==> src/rtl/alu_cmd_issuer_if.sv <==
// rtl/alu_cmd_issuer_if.sv - command, ALU operand/result and result handshake bundle
// slave = issuer side, master = surrounding environment (command source, ALU, result sink).
interface alu_cmd_issuer_if #(
   parameter int BITS = 8
);
   logic            i_cmd_valid;
   logic            o_cmd_ready;
   logic [BITS-1:0] i_cmd_a;
   logic [BITS-1:0] i_cmd_b;
   logic [1:0]      i_cmd_op;
   logic [BITS-1:0] o_alu_a;
   logic [BITS-1:0] o_alu_b;
   logic [1:0]      o_alu_op;
   logic [BITS-1:0] i_alu_out;
   logic            i_alu_carry;
   logic            i_alu_err;
   logic            i_alu_even;
   logic            i_alu_single;
   logic            o_res_valid;
   logic            i_res_ready;
   logic [BITS-1:0] o_res;
   logic [3:0]      o_res_flags;
   logic [1:0]      o_res_op;

   modport slave (
      input  i_cmd_valid, i_cmd_a, i_cmd_b, i_cmd_op,
      input  i_alu_out, i_alu_carry, i_alu_err, i_alu_even, i_alu_single,
      input  i_res_ready,
      output o_cmd_ready, o_alu_a, o_alu_b, o_alu_op,
      output o_res_valid, o_res, o_res_flags, o_res_op
   );

   modport master (
      output i_cmd_valid, i_cmd_a, i_cmd_b, i_cmd_op,
      output i_alu_out, i_alu_carry, i_alu_err, i_alu_even, i_alu_single,
      output i_res_ready,
      input  o_cmd_ready, o_alu_a, o_alu_b, o_alu_op,
      input  o_res_valid, o_res, o_res_flags, o_res_op
   );
endinterface

==> src/rtl/alu_cmd_issuer.sv <==
// rtl/alu_cmd_issuer.sv - FIFO-buffered issue stage wrapping a combinational ALU
// Optional delivery/error counters enabled by defining ALU_ISSUER_STATS_EN.
module alu_cmd_issuer #(
   parameter int BITS  = 8,
   parameter int DEPTH = 4
) (
   input  logic              i_clk,
   input  logic              i_rst,
   alu_cmd_issuer_if.slave   bus
`ifdef ALU_ISSUER_STATS_EN
   ,
   output logic [15:0]       o_cmd_cnt,
   output logic [15:0]       o_err_cnt
`endif
);
   localparam int PW = $clog2(DEPTH);
   localparam logic [PW:0] FULL_CNT = (PW+1)'(DEPTH);

   typedef struct packed {
      logic [BITS-1:0] a;
      logic [BITS-1:0] b;
      logic [1:0]      op;
   } cmd_t;

   typedef enum logic [1:0] {IDLE, EXEC, DONE} state_t;

   cmd_t          mem [DEPTH];
   logic [PW-1:0] wr_ptr;
   logic [PW-1:0] rd_ptr;
   logic [PW:0]   count;
   state_t        state;
   state_t        state_nx;
   logic          cmd_ready;
   logic          push;
   logic          pop;
   logic          res_hs;
   logic          not_empty;

   // Ready comes from the registered count only, so a full FIFO refuses even while popping.
   assign cmd_ready       = (count != FULL_CNT);
   assign bus.o_cmd_ready = cmd_ready;
   assign push            = bus.i_cmd_valid && cmd_ready;
   assign not_empty       = (count != '0);

   always_ff @(posedge i_clk) begin
      if (i_rst) state <= IDLE;
      else       state <= state_nx;
   end

   always_comb begin
      state_nx = state;
      pop      = 1'b0;
      res_hs   = 1'b0;
      case (state)
         IDLE: begin
            if (not_empty) begin
               pop      = 1'b1;
               state_nx = EXEC;
            end
         end
         EXEC: state_nx = DONE;
         DONE: begin
            if (bus.i_res_ready) begin
               res_hs = 1'b1;
               if (not_empty) begin
                  pop      = 1'b1;
                  state_nx = EXEC;
               end else begin
                  state_nx = IDLE;
               end
            end
         end
         default: state_nx = IDLE;
      endcase
   end

   always_ff @(posedge i_clk) begin
      if (push) mem[wr_ptr] <= '{a: bus.i_cmd_a, b: bus.i_cmd_b, op: bus.i_cmd_op};
   end

   always_ff @(posedge i_clk) begin
      if (i_rst) begin
         wr_ptr <= '0;
         rd_ptr <= '0;
         count  <= '0;
      end else begin
         if (push) wr_ptr <= wr_ptr + 1'b1;
         if (pop)  rd_ptr <= rd_ptr + 1'b1;
         count <= count + {{PW{1'b0}}, push} - {{PW{1'b0}}, pop};
      end
   end

   // Operand and result registers only move on pop/capture, so they hold steady otherwise.
   always_ff @(posedge i_clk) begin
      if (i_rst) begin
         bus.o_alu_a     <= '0;
         bus.o_alu_b     <= '0;
         bus.o_alu_op    <= '0;
         bus.o_res       <= '0;
         bus.o_res_flags <= '0;
         bus.o_res_op    <= '0;
         bus.o_res_valid <= 1'b0;
      end else begin
         if (pop) begin
            bus.o_alu_a  <= mem[rd_ptr].a;
            bus.o_alu_b  <= mem[rd_ptr].b;
            bus.o_alu_op <= mem[rd_ptr].op;
         end
         if (state == EXEC) begin
            bus.o_res       <= bus.i_alu_out;
            bus.o_res_flags <= {bus.i_alu_carry, bus.i_alu_err, bus.i_alu_even, bus.i_alu_single};
            bus.o_res_op    <= bus.o_alu_op;
            bus.o_res_valid <= 1'b1;
         end else if (res_hs) begin
            bus.o_res_valid <= 1'b0;
         end
      end
   end

`ifdef ALU_ISSUER_STATS_EN
   always_ff @(posedge i_clk) begin
      if (i_rst) begin
         o_cmd_cnt <= '0;
         o_err_cnt <= '0;
      end else if (res_hs) begin
         if (o_cmd_cnt != 16'hFFFF) o_cmd_cnt <= o_cmd_cnt + 16'd1;
         if (bus.o_res_flags[2] && (o_err_cnt != 16'hFFFF)) o_err_cnt <= o_err_cnt + 16'd1;
      end
   end
`endif
endmodule

==> src/flat_wrapper.sv <==
// flat-port wrapper written by rule: the top's interface ports become plain ports
module alu_cmd_issuer_flat 
#(
   parameter int BITS  = 8,
   parameter int DEPTH = 4
)
  (i_clk, i_rst, bus_i_cmd_valid, bus_i_cmd_a, bus_i_cmd_b, bus_i_cmd_op, bus_i_alu_out, bus_i_alu_carry, bus_i_alu_err, bus_i_alu_even, bus_i_alu_single, bus_i_res_ready, bus_o_cmd_ready, bus_o_alu_a, bus_o_alu_b, bus_o_alu_op, bus_o_res_valid, bus_o_res, bus_o_res_flags, bus_o_res_op);
  alu_cmd_issuer_if #(.BITS(BITS)) bus_i ();
  input  logic i_clk;
  input  logic i_rst;
  input wire logic [$bits(bus_i.i_cmd_valid)-1:0] bus_i_cmd_valid;
  input wire logic [$bits(bus_i.i_cmd_a)-1:0] bus_i_cmd_a;
  input wire logic [$bits(bus_i.i_cmd_b)-1:0] bus_i_cmd_b;
  input wire logic [$bits(bus_i.i_cmd_op)-1:0] bus_i_cmd_op;
  input wire logic [$bits(bus_i.i_alu_out)-1:0] bus_i_alu_out;
  input wire logic [$bits(bus_i.i_alu_carry)-1:0] bus_i_alu_carry;
  input wire logic [$bits(bus_i.i_alu_err)-1:0] bus_i_alu_err;
  input wire logic [$bits(bus_i.i_alu_even)-1:0] bus_i_alu_even;
  input wire logic [$bits(bus_i.i_alu_single)-1:0] bus_i_alu_single;
  input wire logic [$bits(bus_i.i_res_ready)-1:0] bus_i_res_ready;
  output wire logic [$bits(bus_i.o_cmd_ready)-1:0] bus_o_cmd_ready;
  output wire logic [$bits(bus_i.o_alu_a)-1:0] bus_o_alu_a;
  output wire logic [$bits(bus_i.o_alu_b)-1:0] bus_o_alu_b;
  output wire logic [$bits(bus_i.o_alu_op)-1:0] bus_o_alu_op;
  output wire logic [$bits(bus_i.o_res_valid)-1:0] bus_o_res_valid;
  output wire logic [$bits(bus_i.o_res)-1:0] bus_o_res;
  output wire logic [$bits(bus_i.o_res_flags)-1:0] bus_o_res_flags;
  output wire logic [$bits(bus_i.o_res_op)-1:0] bus_o_res_op;
  assign bus_i.i_cmd_valid = bus_i_cmd_valid;
  assign bus_i.i_cmd_a = bus_i_cmd_a;
  assign bus_i.i_cmd_b = bus_i_cmd_b;
  assign bus_i.i_cmd_op = bus_i_cmd_op;
  assign bus_i.i_alu_out = bus_i_alu_out;
  assign bus_i.i_alu_carry = bus_i_alu_carry;
  assign bus_i.i_alu_err = bus_i_alu_err;
  assign bus_i.i_alu_even = bus_i_alu_even;
  assign bus_i.i_alu_single = bus_i_alu_single;
  assign bus_i.i_res_ready = bus_i_res_ready;
  assign bus_o_cmd_ready = bus_i.o_cmd_ready;
  assign bus_o_alu_a = bus_i.o_alu_a;
  assign bus_o_alu_b = bus_i.o_alu_b;
  assign bus_o_alu_op = bus_i.o_alu_op;
  assign bus_o_res_valid = bus_i.o_res_valid;
  assign bus_o_res = bus_i.o_res;
  assign bus_o_res_flags = bus_i.o_res_flags;
  assign bus_o_res_op = bus_i.o_res_op;
  alu_cmd_issuer #(.BITS(BITS), .DEPTH(DEPTH)) u_core (.i_clk(i_clk), .i_rst(i_rst), .bus(bus_i));
endmodule
==> config.mk <==
export PLATFORM = sky130hd
export DESIGN_NAME = alu_cmd_issuer_flat
export DESIGN_NICKNAME = d
export VERILOG_FILES = /design/src/rtl/alu_cmd_issuer_if.sv /design/src/rtl/alu_cmd_issuer.sv /design/src/flat_wrapper.sv
export SDC_FILE = /design/constraint.sdc
export NUM_CORES = 1
export LEC_CHECK = 0
export ABC_CLOCK_PERIOD_IN_PS = 4500
export CORE_MARGIN = 2
export CORE_UTILIZATION = 50
export DETAILED_ROUTE_END_ITERATION = 10
export PLACE_DENSITY_LB_ADDON = 0.05
export SLEW_MARGIN = 30
export SYNTH_ARGS = -nofsm -noshare
export SYNTH_HDL_FRONTEND = slang
export SYNTH_SLANG_ARGS = --single-unit
==> constraint.sdc <==
create_clock -name i_clk -period 4.5 [get_ports i_clk]
set_input_delay 0.675 -clock i_clk [delete_from_list [all_inputs] [get_ports i_clk]]
set_output_delay 0.675 -clock i_clk [all_outputs]
set_load 0.05 [all_outputs]
Yosys cells after proc, flatten, opt, wreduce, memory -nomap -nowiden. Memories as Yosys holds them, arrays and structs flattened. A register that Yosys moved wholly into a read port is not among the register bits. Cells that the tools add are included.

$add $sub $neg: 4. Eq/ne operators: 5. Muxes and demuxes: 13. Reduce and logical (&&, ||, !) cells: 5.

Operator list (number): $mux 1 (9); $pmux 2 s3 (1); $add 2x1->2 const B (2); $mux 2 (2); $add 3x1->3 (1); $ne 3x3->1 const B (1); $reduce_bool 3->1 (1); $sub 3x1->3 (1); $eq 2x1->1 const B (1); $eq 2x2->1 const B (1); $logic_not 2->1 (1); $ne 2x1->1 const B (1); $ne 2x2->1 const B (1); $pmux 1 s2 (1); $reduce_and 2->1 (1); $reduce_bool 2->1 (1); $logic_and 1x1->1 (1).

Register bits: 24. Memory bits (writable): 72. Input port bits: 34. Output and inout bits: 34. Word-level logic and storage cells: 36. Memories: 1.

Memories: u_core.mem (words 4, bits a word 18, rd ports 1, clocked after Yosys merged registers in 1, wr ports 1, RTL line alu_cmd_issuer.sv:27) `cmd_t mem [DEPTH];`.

Depth between registers and ports, before layout. Gate-level depths: netlist (run 1).

Word-level depth: 5. Mapped depth: 11. Gate-level depth less buffers: 10.

Least setup slack after synthesis (run 1). OpenSTA, ideal clock, no wires.

Path type: in2reg. From: input bus_i_res_ready. To: register u_core.count[2]. Library setup time: 78 ps. Arrival: 2561 ps. Data required time: 4422 ps. Slack: 1861 ps. Cell stages on the path: 11. Buffers on the path: 1. Cells stage by stage: and2b_4 > nor3_4 > clkbuf_8 > ha_1 > inv_1 > ha_1 > inv_1 > fa_1 > xor2_1 > and2_1 > nor3_1.

Word-level cells in the longest chain between the ends: 3.

RTL lines: start: declaration (RTL line flat_wrapper.sv:20) `input wire logic [$bits(bus_i.i_res_ready)-1:0] bus_i_res_ready;`; $mux 1 (RTL line alu_cmd_issuer.sv:63) `if (bus.i_res_ready) begin`; $pmux 1 s2 (RTL line alu_cmd_issuer.sv:54) `case (state)`; via u_core.pop (RTL line alu_cmd_issuer.sv:35) `logic pop;`; $sub 3x1->3 (RTL line alu_cmd_issuer.sv:89) `count <= count + {{PW{1'b0}}, push} - {{PW{1'b0}}, pop};`; end signal: assignment (RTL line alu_cmd_issuer.sv:89); end: declaration (RTL line alu_cmd_issuer.sv:30) `logic [PW:0] count;`.

The timed path passes the listed nets, and every way through them passes these cells. A chain may end at the register's enable or synchronous reset.

Final worst setup path (run 1).
From: register u_core.count[2]. To: output bus_o_cmd_ready.

Word-level cells in the longest chain between the ends: 1.

RTL lines: $ne 3x3->1 (RTL line alu_cmd_issuer.sv:40) `assign cmd_ready = (count != FULL_CNT);`; end: declaration (RTL line flat_wrapper.sv:21) `output wire logic [$bits(bus_i.o_cmd_ready)-1:0] bus_o_cmd_ready;`.

Every way passes these cells.

==> out/qor.yml, run 1 <==
synthesis:
  syn_avg_cell_area_um2: 16.0
  synth_cell_type_count: 33
  syn_area_um2: 4390
  syn-instance-count: 274
  yosysTopAreaCell: "edfxtp_1"
  yosys_register_bits: 114
  syn_nets: 315
  yosysTopAreaCellShare_pct: 49.3
  ys_seq_area_share_pct: 68.4
  yosysWarningCount: 0
  yosys-top-cells-area: "edfxtp_1 (49%), dfxtp_1 (19%), mux4_2 (6.2%)"
sta:
  setup_tns_ns: 0
  rsz0062_at_grt: "no"
  finalCritPeriodShare_pct: 64.4
  layout_setup_ws_ns: 1.60
  fin_skew_ns: 0.0105
  fmaxAchievable_mhz: 345
  slew_violations: 0
  fin_crit_ns: 2.90
  tightest_slew_ns: 0.911
  finalHoldViolations: 0
  setup_violations: 0
  slew_headroom_pct: 39.2
power_and_ir_drop:
  power_density_nw_per_um2: 708
  total_power_mw: 4.05
  p_seq_share_pct: 35.5
  peakVddDrop_mv: 0.363
  p_sw_mw: 1.36
  internal-power_mw: 2.69
  p_comb_share_pct: 32.1
  p_leak_nw: 1.95
  swShare_pct: 33.6
  pwr-share-clk_pct: 32.4
final_layout:
  final_common_cell: "edfxtp_1"
  fin_util_pct: 66.3
  area_growth_pct: 30.4
  drive_gt1_share_pct: 18.1
  final_area_um2: 5720
  fin_nets: 393
  diodes: 0
  final_cell_mix: "edfxtp_1 (72), clkdlybuf4s50_1 (67), dfxtp_1 (42)"
hold_path:
  hp-class: "reg2reg"
floorplanning:
  start_util_pct: 50.8
  rows: 34
  die_area_um2: 9540
  coreArea_um2: 8640
  die_h_um: 97.7
  io_pins: 68
  die-width_um: 97.7
clock_network:
  post_cts_buffers: 0
  root_buffer: "clkbuf_8"
  cts_resized: 0
  cts_buffer_depth: 2
  cts.sinks: 114
  cts_tree: "yes"
  cts_max_level: 4
  path_clk_slew_ns: 0.06
  cts_buffers: 17
  clk_latency_ns: 0.50
  hold_buffers: 0
routing:
  drt_pass1_iterations: 5
  drt_wl_total_mm: 7.65
  wl_per_cell_um: 16.2
  drc: 0
  avgViaCountPerCell: 5.23
  antenna_left: 0
  vias: 2473
  drt_iter0_markers: 94
placement:
  port_buffers: 67
  hpwlAfterDp_mm: 4.68
  gp_congestion: 0.694
  placed_area_um2: 5120
  pre_cts_ws_ns: 1.62
status:
  status: "finished clean"
global_routing:
  grt_pass1_wl_mm: 12.6
  grt_max_degree: 43
  grt_pass1_vias: 2514
  track_usage_pct: 17.5
  grt_overflow: 0
  antenna_found_initial: 0
setup_path:
  required_ns: 3.83
  startpoint_type: "flip-flop"
  worst-setup-path-type: "reg2out"
  arrival_ns: 2.22
  worstPathMaxFanout: 7
  crit_path_end_kind: "primary output"
job:
  maxCapViolations: 0
-- state kept, by name (all words and copies together), names as in the netlist --
| name | flops |
|---|---|
| u_core.rd_ptr | 2 |
| u_core.bus.o_alu_b | 8 |
| u_core.bus.o_alu_a | 8 |
| u_core.bus.o_res_flags | 4 |
| u_core.mem | 72 |
| u_core.bus.o_res | 8 |
| u_core.count | 3 |
| u_core.bus.o_alu_op | 2 |
| u_core.wr_ptr | 2 |
| u_core.bus.o_res_op | 2 |
| u_core.bus.o_res_valid | 1 |
| u_core.state | 2 |
-- cell families (layout without fill, tap and decap cells) --
group	Yosys count	count (layout)	synth area share (%)
DFF	114	114	68.4
and+or+nand+nor	71	71	9.61
AOI/OAI and AO/OA	41	41	6.33
buffers and inverters	21	112	3.25
muxes	19	19	10.0
adders and majority gates	7	7	2.17
xor gates and xnor gates	1	1	0.200
-- stage by stage --
stage	instances	hold slack, ns
after floorplan	274	0.452
after global placement	439	0.441
after detailed placement	441	0.446
after CTS	473	0.453
after global routing	473	0.473
final	473	0.450
-- final cells by class --
| cell class | count | area [µm²] |
|---|---|---|
| Clock inverter | 15 | 181 |
| Clock buffer | 17 | 414 |
| Inverter | 8 | 30.0 |
| Multi-Input combinational cell | 139 | 1250 |
| Sequential cell | 114 | 3000 |
| Tap cell | 108 | 135 |
| Fill cell | 643 | 2910 |
| Timing Repair Buffer | 72 | 708 |
-- power groups by stage --
| stage | registers, mW | clock network (mW) | logic [mW] |
|---|---|---|---|
| floorplan | 1.78 | 0 | 0.630 |
| global placement | 1.46 | 0 | 1.29 |
| CTS | 1.44 | 1.34 | 1.32 |
| global route | 1.46 | 1.39 | 1.39 |
| finish | 1.44 | 1.31 | 1.30 |
| detailed placement | 1.46 | 0 | 1.31 |
-- metal layers --
metal	vias up	track usage (%)	routed length (µm)
met5	-	0	0
met4	0	7.05	72
met3	8	5.68	410
met2	70	29.6	3860
met1	1200	20.7	3310
li1	1195	-	-
-- worst max-delay path: stages, from the launching register on --
cell and delay, ns:
dfxtp_1 0.41, nor3b_1 0.39, inv_1 0.19, clkdlybuf4s50_1 0.74
-- cell usage after synthesis --
cell type and instances:
edfxtp_1 72, dfxtp_1 42, nand2_1 28, a21oi_1 18, o2bb2ai_1 18, mux4_2 12
nand2b_1 12, inv_1 8, or2b_2 8, ha_1 6, mux4_1 6, clkbuf_1 5
nor2_1 5, and3_1 4, clkbuf_8 4, buf_6 3, nor2b_1 3, o21ai_0 3
nand3_1 2, nor3_4 2, a211oi_1 1, and2_1 1, and2b_4 1, buf_2 1
fa_1 1, mux2_2 1, nor3_1 1, nor3b_1 1, nor4_4 1, nor4b_1 1
o31ai_1 1, or4_1 1, xor2_1 1
-- final timing paths --
| kind | slack [ns] | cells after the start | startpoint | endpoint |
|---|---|---|---|---|
| max reg2reg | 2.23 | 10 | u_core.count[1]$_SDFF_PP0_ | u_core.count[2]$_SDFF_PP0_ |
| min reg2reg | 0.45 | 2 | u_core.bus.o_res_flags[0]$_SDFFE_PP0P_ | u_core.bus.o_res_flags[0]$_SDFFE_PP0P_ |
| min | 0.45 | 2 | u_core.bus.o_res_flags[0]$_SDFFE_PP0P_ | u_core.bus.o_res_flags[0]$_SDFFE_PP0P_ |
| max | 1.60 | 3 | u_core.count[2]$_SDFF_PP0_ | bus_o_cmd_ready |
Power figures use the tool's default switching activity.
==> run 2: changes to the inputs <==
--- a/config.mk
+++ b/config.mk
@@ -5,9 +5,9 @@
 export SDC_FILE = /design/constraint.sdc
 export NUM_CORES = 1
 export LEC_CHECK = 0
-export ABC_CLOCK_PERIOD_IN_PS = 4500
+export ABC_CLOCK_PERIOD_IN_PS = 2330
 export CORE_MARGIN = 2
-export CORE_UTILIZATION = 50
+export CORE_UTILIZATION = 48
 export DETAILED_ROUTE_END_ITERATION = 10
 export PLACE_DENSITY_LB_ADDON = 0.05
 export SLEW_MARGIN = 30
==> constraint.sdc (replaced) <==
create_clock -name i_clk -period 2.33 [get_ports i_clk]
set_input_delay 0.3495 -clock i_clk [delete_from_list [all_inputs] [get_ports i_clk]]
set_output_delay 0.3495 -clock i_clk [all_outputs]
set_load 0.05 [all_outputs]
==> run 2 against run 1 <==
Against the previous run: utilization fell by 0.80 points; clock power rose by 87%; setup slack got worse by 1.4 ns; combinational power rose by 100%; critical path depth rose by 7; sequential power rose by 89%; cell count rose by 1.9%; hold slack got worse by 0.048 ns; largest cell class unchanged.
==> out/qor.yml, run 2 (synthesis gave the netlist of run 1 again) <==
final_layout:
  largest_register_ffs: 72  # unchanged
  diodes: 0  # unchanged
  final_common_cell: "edfxtp_1"
  fin_util_pct: 65.5  # -0.80 points
  fill_cells: 642  # -0.16%
  fin_nets: 402  # +2.3%
  area_growth_pct: 31.4
  final_cell_mix: "edfxtp_1 (72), clkdlybuf4s50_1 (66), dfxtp_1 (41)"
  top_register: "u_core.mem"
  fin_cells: 482  # +1.9%
  drive_gt1_share_pct: 19.3  # +1.2 points
  final_area_um2: 5760  # +0.74%
setup_path:
  startpoint_type: "flip-flop"
  arrival_ns: 2.60  # +0.38 ns
  worstPathMaxFanout: 5  # -2
  required_ns: 2.75  # -1.08 ns
  crit_path_end_kind: "flip-flop"
  worst-setup-path-type: "reg2reg"
  rr_startpoint: "u_core.count[2]$_SDFF_PP0_"
  crit_path_start: "u_core.count[2]$_SDFF_PP0_"
routing:
  vias: 2540  # +2.7%
  drt_pass1_iterations: 5  # unchanged
  avgViaCountPerCell: 5.27  # +0.79%
  drc: 0  # unchanged
  antenna_left: 0  # unchanged
  drt_iter0_markers: 123  # +31%
  drt_wl_total_mm: 7.98  # +4.2%
  wl_per_cell_um: 16.5  # +2.3%
placement:
  port_buffers: 67  # unchanged
  placed_area_um2: 5190  # +1.2%
  hpwlAfterDp_mm: 4.70  # +0.40%
  pre_cts_ws_ns: -0.199  # -1.82 ns
  gp_congestion: 0.681  # -1.8%
  dp.cells: 450  # +2.0%
global_routing:
  grt_pass1_wl_mm: 12.8  # +1.1%
  grt_pass1_vias: 2520  # +0.24%
  grt_overflow: 0  # unchanged
  track_usage_pct: 17.4  # -0.12 points
  antenna_found_initial: 0  # unchanged
  grt_max_degree: 23  # -47%
floorplanning:
  start_util_pct: 49.8  # -0.98 points
  io_pins: 68  # unchanged
  coreArea_um2: 8810  # +2.0%
  die-width_um: 99.6  # +2.0%
  die_h_um: 99.6  # +2.0%
  die_area_um2: 9920  # +4.0%
  rows: 34  # unchanged
sta:
  tightest_slew_ns: 0.574  # -0.337 ns
  finalCritPeriodShare_pct: 93.4
  setup_violations: 0  # unchanged
  slew_violations: 0  # unchanged
  fin_skew_ns: 0.00594  # -0.00453 ns
  hold_slack_ns: 0.402  # -0.0480 ns
  rsz0062_at_grt: "no"
  setup_tns_ns: 0  # unchanged
  fmaxAchievable_mhz: 459
  fin_crit_ns: 2.18
  finalHoldViolations: 0  # unchanged
  slew_headroom_pct: 61.7  # +23 points
  layout_setup_ws_ns: 0.153  # -1.45 ns
power_and_ir_drop:
  power_density_nw_per_um2: 1350  # +91%
  peakVddDrop_mv: 0.681  # +88%
  p_leak_nw: 1.99  # +1.8%
  total_power_mw: 7.78  # +92%
clock_network:
  cts_tree: "yes"
  cts.sinks: 114  # unchanged
  root_buffer: "clkbuf_8"
  cts_buffer_depth: 2  # unchanged
  cts_max_level: 4  # unchanged
  hold_buffers: 0  # unchanged
  path_clk_slew_ns: 0.06  # about the same
  clk_latency_ns: 0.50  # about the same
  cts_buffers: 17  # unchanged
hold_path:
  hp-class: "in2reg"
  min_from: "bus_i_alu_out[3]"
status:
  status: "finished clean"
job:
  maxCapViolations: 0  # unchanged
## run 2: report_power, final
| group | internal [mW] | switching [mW] | total, mW | leakage, nW |
|---|---|---|---|---|
| Clock | 1.53 | 0.920 | 2.45 | 0.264 |
| Sequential | 2.54 | 0.181 | 2.72 | 1.00 |
| Combinational | 1.05 | 1.56 | 2.61 | 0.717 |
| Total | 5.12 | 2.66 | 7.78 | 1.99 |
## run 2: layout make-up
class | instances | area (µm²) | area share [%]
inverter | 8 | 30.0 | 0.521
timing repair buffer | 81 | 774 | 13.4
sequential | 114 | 3000 | 52.1
clock buffer | 18 | 418 | 7.25
clock inverter | 14 | 155 | 2.69
multi-input combinational | 139 | 1250 | 21.6
tap | 108 | 135 | 2.34
## run 2: repair_timing
action | CTS | global route
gates resized for setup | 1 | 1
endpoints found under the setup margin | 1 | 1
endpoints found under the hold margin | 0 | 0
setup buffers | 0 | 0
## run 2: per-layer routing
layer	GRT usage, %	vias to the layer above	wire (µm)
li1	-	1214	-
met3	6.54	2	438
met2	27.7	75	3930
met5	0	-	0
met1	21.6	1249	3560
met4	6.85	0	44
## run 2: worst paths after layout
| check | to | slack, ns | cells past startpoint |
|---|---|---|---|
| hold reg to reg | u_core.bus.o_res[0]$_SDFFE_PP0P_ | 0.45 | 2 |
| hold / removal | u_core.bus.o_res[3]$_SDFFE_PP0P_ | 0.40 | 3 |
| setup reg to reg | u_core.count[2]$_SDFF_PP0_ | 0.15 | 10 |
| setup / recovery | u_core.count[2]$_SDFF_PP0_ | 0.15 | 10 |
## run 2: critical path, stage by stage (launching register included)
cell and delay [ns]:
dfxtp_1 0.35, nor3_4 0.34, nor3_4 0.08, ha_1 0.30
inv_1 0.06, ha_1 0.13, inv_1 0.05, fa_1 0.37
xor2_1 0.16, and2_1 0.16, nor3_1 0.11
==> run 3: changes to the inputs <==
--- a/config.mk
+++ b/config.mk
@@ -6,9 +6,11 @@
 export NUM_CORES = 1
 export LEC_CHECK = 0
 export ABC_CLOCK_PERIOD_IN_PS = 2330
+export CORE_ASPECT_RATIO = 1.75
 export CORE_MARGIN = 2
 export CORE_UTILIZATION = 48
 export DETAILED_ROUTE_END_ITERATION = 10
+export GPL_ROUTABILITY_DRIVEN = 0
 export PLACE_DENSITY_LB_ADDON = 0.05
 export SLEW_MARGIN = 30
 export SYNTH_ARGS = -nofsm -noshare
==> run 3 against run 2 <==
Against the previous run: setup slack improved by 0.064 ns; hold slack better by 0.049 ns; combinational power barely moved; sequential share of layout area barely moved; count of clock-buffer cells in the layout up 2; non-clock buffer count increased by 1; via count down 1.7%; highest routed layer unchanged.
==> out/qor.yml, run 3 (synthesis gave the netlist of run 1 again) <==
setup_path:
  r2r_end: "u_core.count[2]$_SDFF_PP0_"
  worst-setup-path-type: "in2reg"
  arrival_ns: 2.44  # -0.16 ns
  crit_chain: "clkdlybuf4s50_1 > and2b_4 > nor3_4 > ha_1 > inv_1 > ha_1 > inv_1 > fa_1 > xor2_1 > and2_1 > nor3_1"
  cp_slowest_stage_delay_ns: 0.47  # +0.10 ns
  worstPathMaxFanout: 2  # -3
  cp_top_family: "adder cells"
  rr_startpoint: "u_core.count[0]$_SDFF_PP0_"
  cpMaxStageDelayCell: "clkdlybuf4s50_1"
  r2r_slack_ns: 0.27  # +0.12 ns
  critical_path_buf_inv_count: 3  # +1
  rr_worst_depth: 10  # unchanged
  crit_path_end_kind: "flip-flop"
  startpoint_type: "input port"
  required_ns: 2.66  # -0.09 ns
clock_network:
  root_buffer: "clkbuf_16"
  cts_buffers: 17  # unchanged
  clk_latency_ns: 0.41  # -0.09 ns
  cts_tree: "yes"
  cts.sinks: 114  # unchanged
  hold_buffers: 0  # unchanged
  cts_buffer_depth: 2  # unchanged
  cts_max_level: 4  # unchanged
  path_clk_slew_ns: 0.05  # about the same
floorplanning:
  coreArea_um2: 8980  # +2.0%
  die-width_um: 76.3  # -23%
  die_area_um2: 9950  # +0.30%
  start_util_pct: 48.9  # -0.96 points
  rows: 46  # +35%
  io_pins: 68  # unchanged
  die_h_um: 130  # +31%
sta:
  rsz0062_at_grt: "no"
  finalHoldViolations: 0  # unchanged
  hold_slack_ns: 0.451  # +0.0488 ns
  finalCritPeriodShare_pct: 90.7  # -2.8 points
  fmaxAchievable_mhz: 473  # +3.0%
  tightest_slew_ns: 0.558  # -0.0159 ns
  setup_tns_ns: 0  # unchanged
  fin_skew_ns: 0.0138  # +0.00783 ns
  fin_crit_ns: 2.11  # -0.0642 ns
  slew_headroom_pct: 62.8  # +1.1 points
  setup_violations: 0  # unchanged
  layout_setup_ws_ns: 0.218  # +0.0642 ns
  slew_violations: 0  # unchanged
routing:
  vias: 2496  # -1.7%
  drt_iter0_markers: 129  # +4.9%
  avgViaCountPerCell: 5.04  # -4.3%
  wl_per_cell_um: 16.1  # -2.5%
  antenna_left: 0  # unchanged
  drc: 0  # unchanged
  drt_wl_total_mm: 7.99  # +0.10%
  drt_pass1_iterations: 4  # -1
final_layout:
  final_common_cell: "edfxtp_1"
  area_growth_pct: 31.3  # about the same
  diodes: 0  # unchanged
  fin_nets: 403  # +0.25%
  top_register: "u_core.mem"
  fill_cells: 696  # +8.4%
  final_cell_mix: "edfxtp_1 (72), clkdlybuf4s50_1 (66), dfxtp_1 (41)"
  drive_gt1_share_pct: 18.1  # -1.1 points
  final_area_um2: 5760  # about the same
  largest_register_ffs: 72  # unchanged
global_routing:
  antenna_found_initial: 0  # unchanged
  track_usage_pct: 17.9  # +0.53 points
  grt_max_degree: 27  # +17%
  grt_overflow: 0  # unchanged
  grt_pass1_wl_mm: 12.9  # +0.98%
  grt_pass1_vias: 2583  # +2.5%
power_and_ir_drop:
  power_density_nw_per_um2: 1340  # -0.55%
  peakVddDrop_mv: 0.862  # +27%
  p_leak_nw: 1.99  # +0.31%
  total_power_mw: 7.74  # -0.60%
placement:
  hpwlAfterDp_mm: 5.06  # +7.7%
  placed_area_um2: 5200  # +0.29%
  port_buffers: 67  # unchanged
  pre_cts_ws_ns: -0.174  # +0.0246 ns
status:
  status: "finished clean"
hold_path:
  min_from: "u_core.bus.o_res_flags[3]$_SDFFE_PP0P_"
  hp-class: "reg2reg"
  hold-path-cell-count: 2  # -1
  min_to: "u_core.bus.o_res_flags[3]$_SDFFE_PP0P_"
job:
  maxCapViolations: 0  # unchanged
[run 3: cell count changes in the layout (fill, tap and decap cells not counted), sizes merged]
cell      before  now
clkinv         4    8
clkinvlp       5    2
inv           11    8
clkbuf        18   20
buf           14   15
[run 3: per-stage QoR]
stage | util, % | instances
finish | 64.2 | 495
detailed placement | 57.9 | 462
global placement | 57.9 | 462
global route | 64.2 | 495
floorplan | - | 274
CTS | 64.1 | 494
[run 3: layout make-up]
| class | instances | area [µm²] | area share [%] |
|---|---|---|---|
| sequential | 114 | 3000 | 52.1 |
| clock buffer | 20 | 437 | 7.58 |
| clock inverter | 12 | 116 | 2.02 |
| inverter | 8 | 30.0 | 0.521 |
| tap | 120 | 150 | 2.61 |
| timing repair buffer | 82 | 782 | 13.6 |
| multi-input combinational | 139 | 1240 | 21.6 |
[run 3: worst max-delay path by stage]
stage | end | slack (ns) | start | depth (start not counted)
after global routing | u_core.count[2]$_SDFF_PP0_ | 0.06 | bus_i_res_ready | 11
after detailed placement | u_core.count[2]$_SDFF_PP0_ | -0.17 | bus_i_res_ready | 11
after floorplan | u_core.count[2]$_SDFF_PP0_ | 0.02 | bus_i_res_ready | 11
after CTS | u_core.count[2]$_SDFF_PP0_ | 0.11 | u_core.count[2]$_SDFF_PP0_ | 10
final | u_core.count[2]$_SDFF_PP0_ | 0.22 | bus_i_res_ready | 11
after global placement | u_core.count[2]$_SDFF_PP0_ | -0.15 | bus_i_res_ready | 11
[run 3: what timing repair did]
item,4_1_cts,5_1_grt
gates resized for setup,1,0
setup endpoints to repair,1,1
pin swaps,0,1
buffers inserted,0,1
[run 3: metal layers]
metal | vias up | share of wire [%] | GRT usage [%]
li1 | 1212 | - | -
met1 | 1205 | 39 | 18.8
met2 | 69 | 55 | 31.8
met3 | 10 | 4.7 | 5.98
met4 | 0 | 1.7 | 9.63
met5 | - | 0 | 0
[run 3: power by group]
group          total [mW]  switching [mW]  internal (mW)
clock network        2.37           0.823           1.55
registers            2.73           0.188           2.54
logic                2.63            1.56           1.07
total                7.74            2.58           5.16
[run 3: worst reg2reg max path, stage by stage, from the launching register on]
cell and delay (ns):
dfxtp_1 0.34, nor3_4 0.24, nor3_4 0.07, ha_1 0.28, inv_1 0.06, ha_1 0.13, inv_1 0.05, fa_1 0.38
xor2_1 0.17, and2_1 0.16, nor3_1 0.11
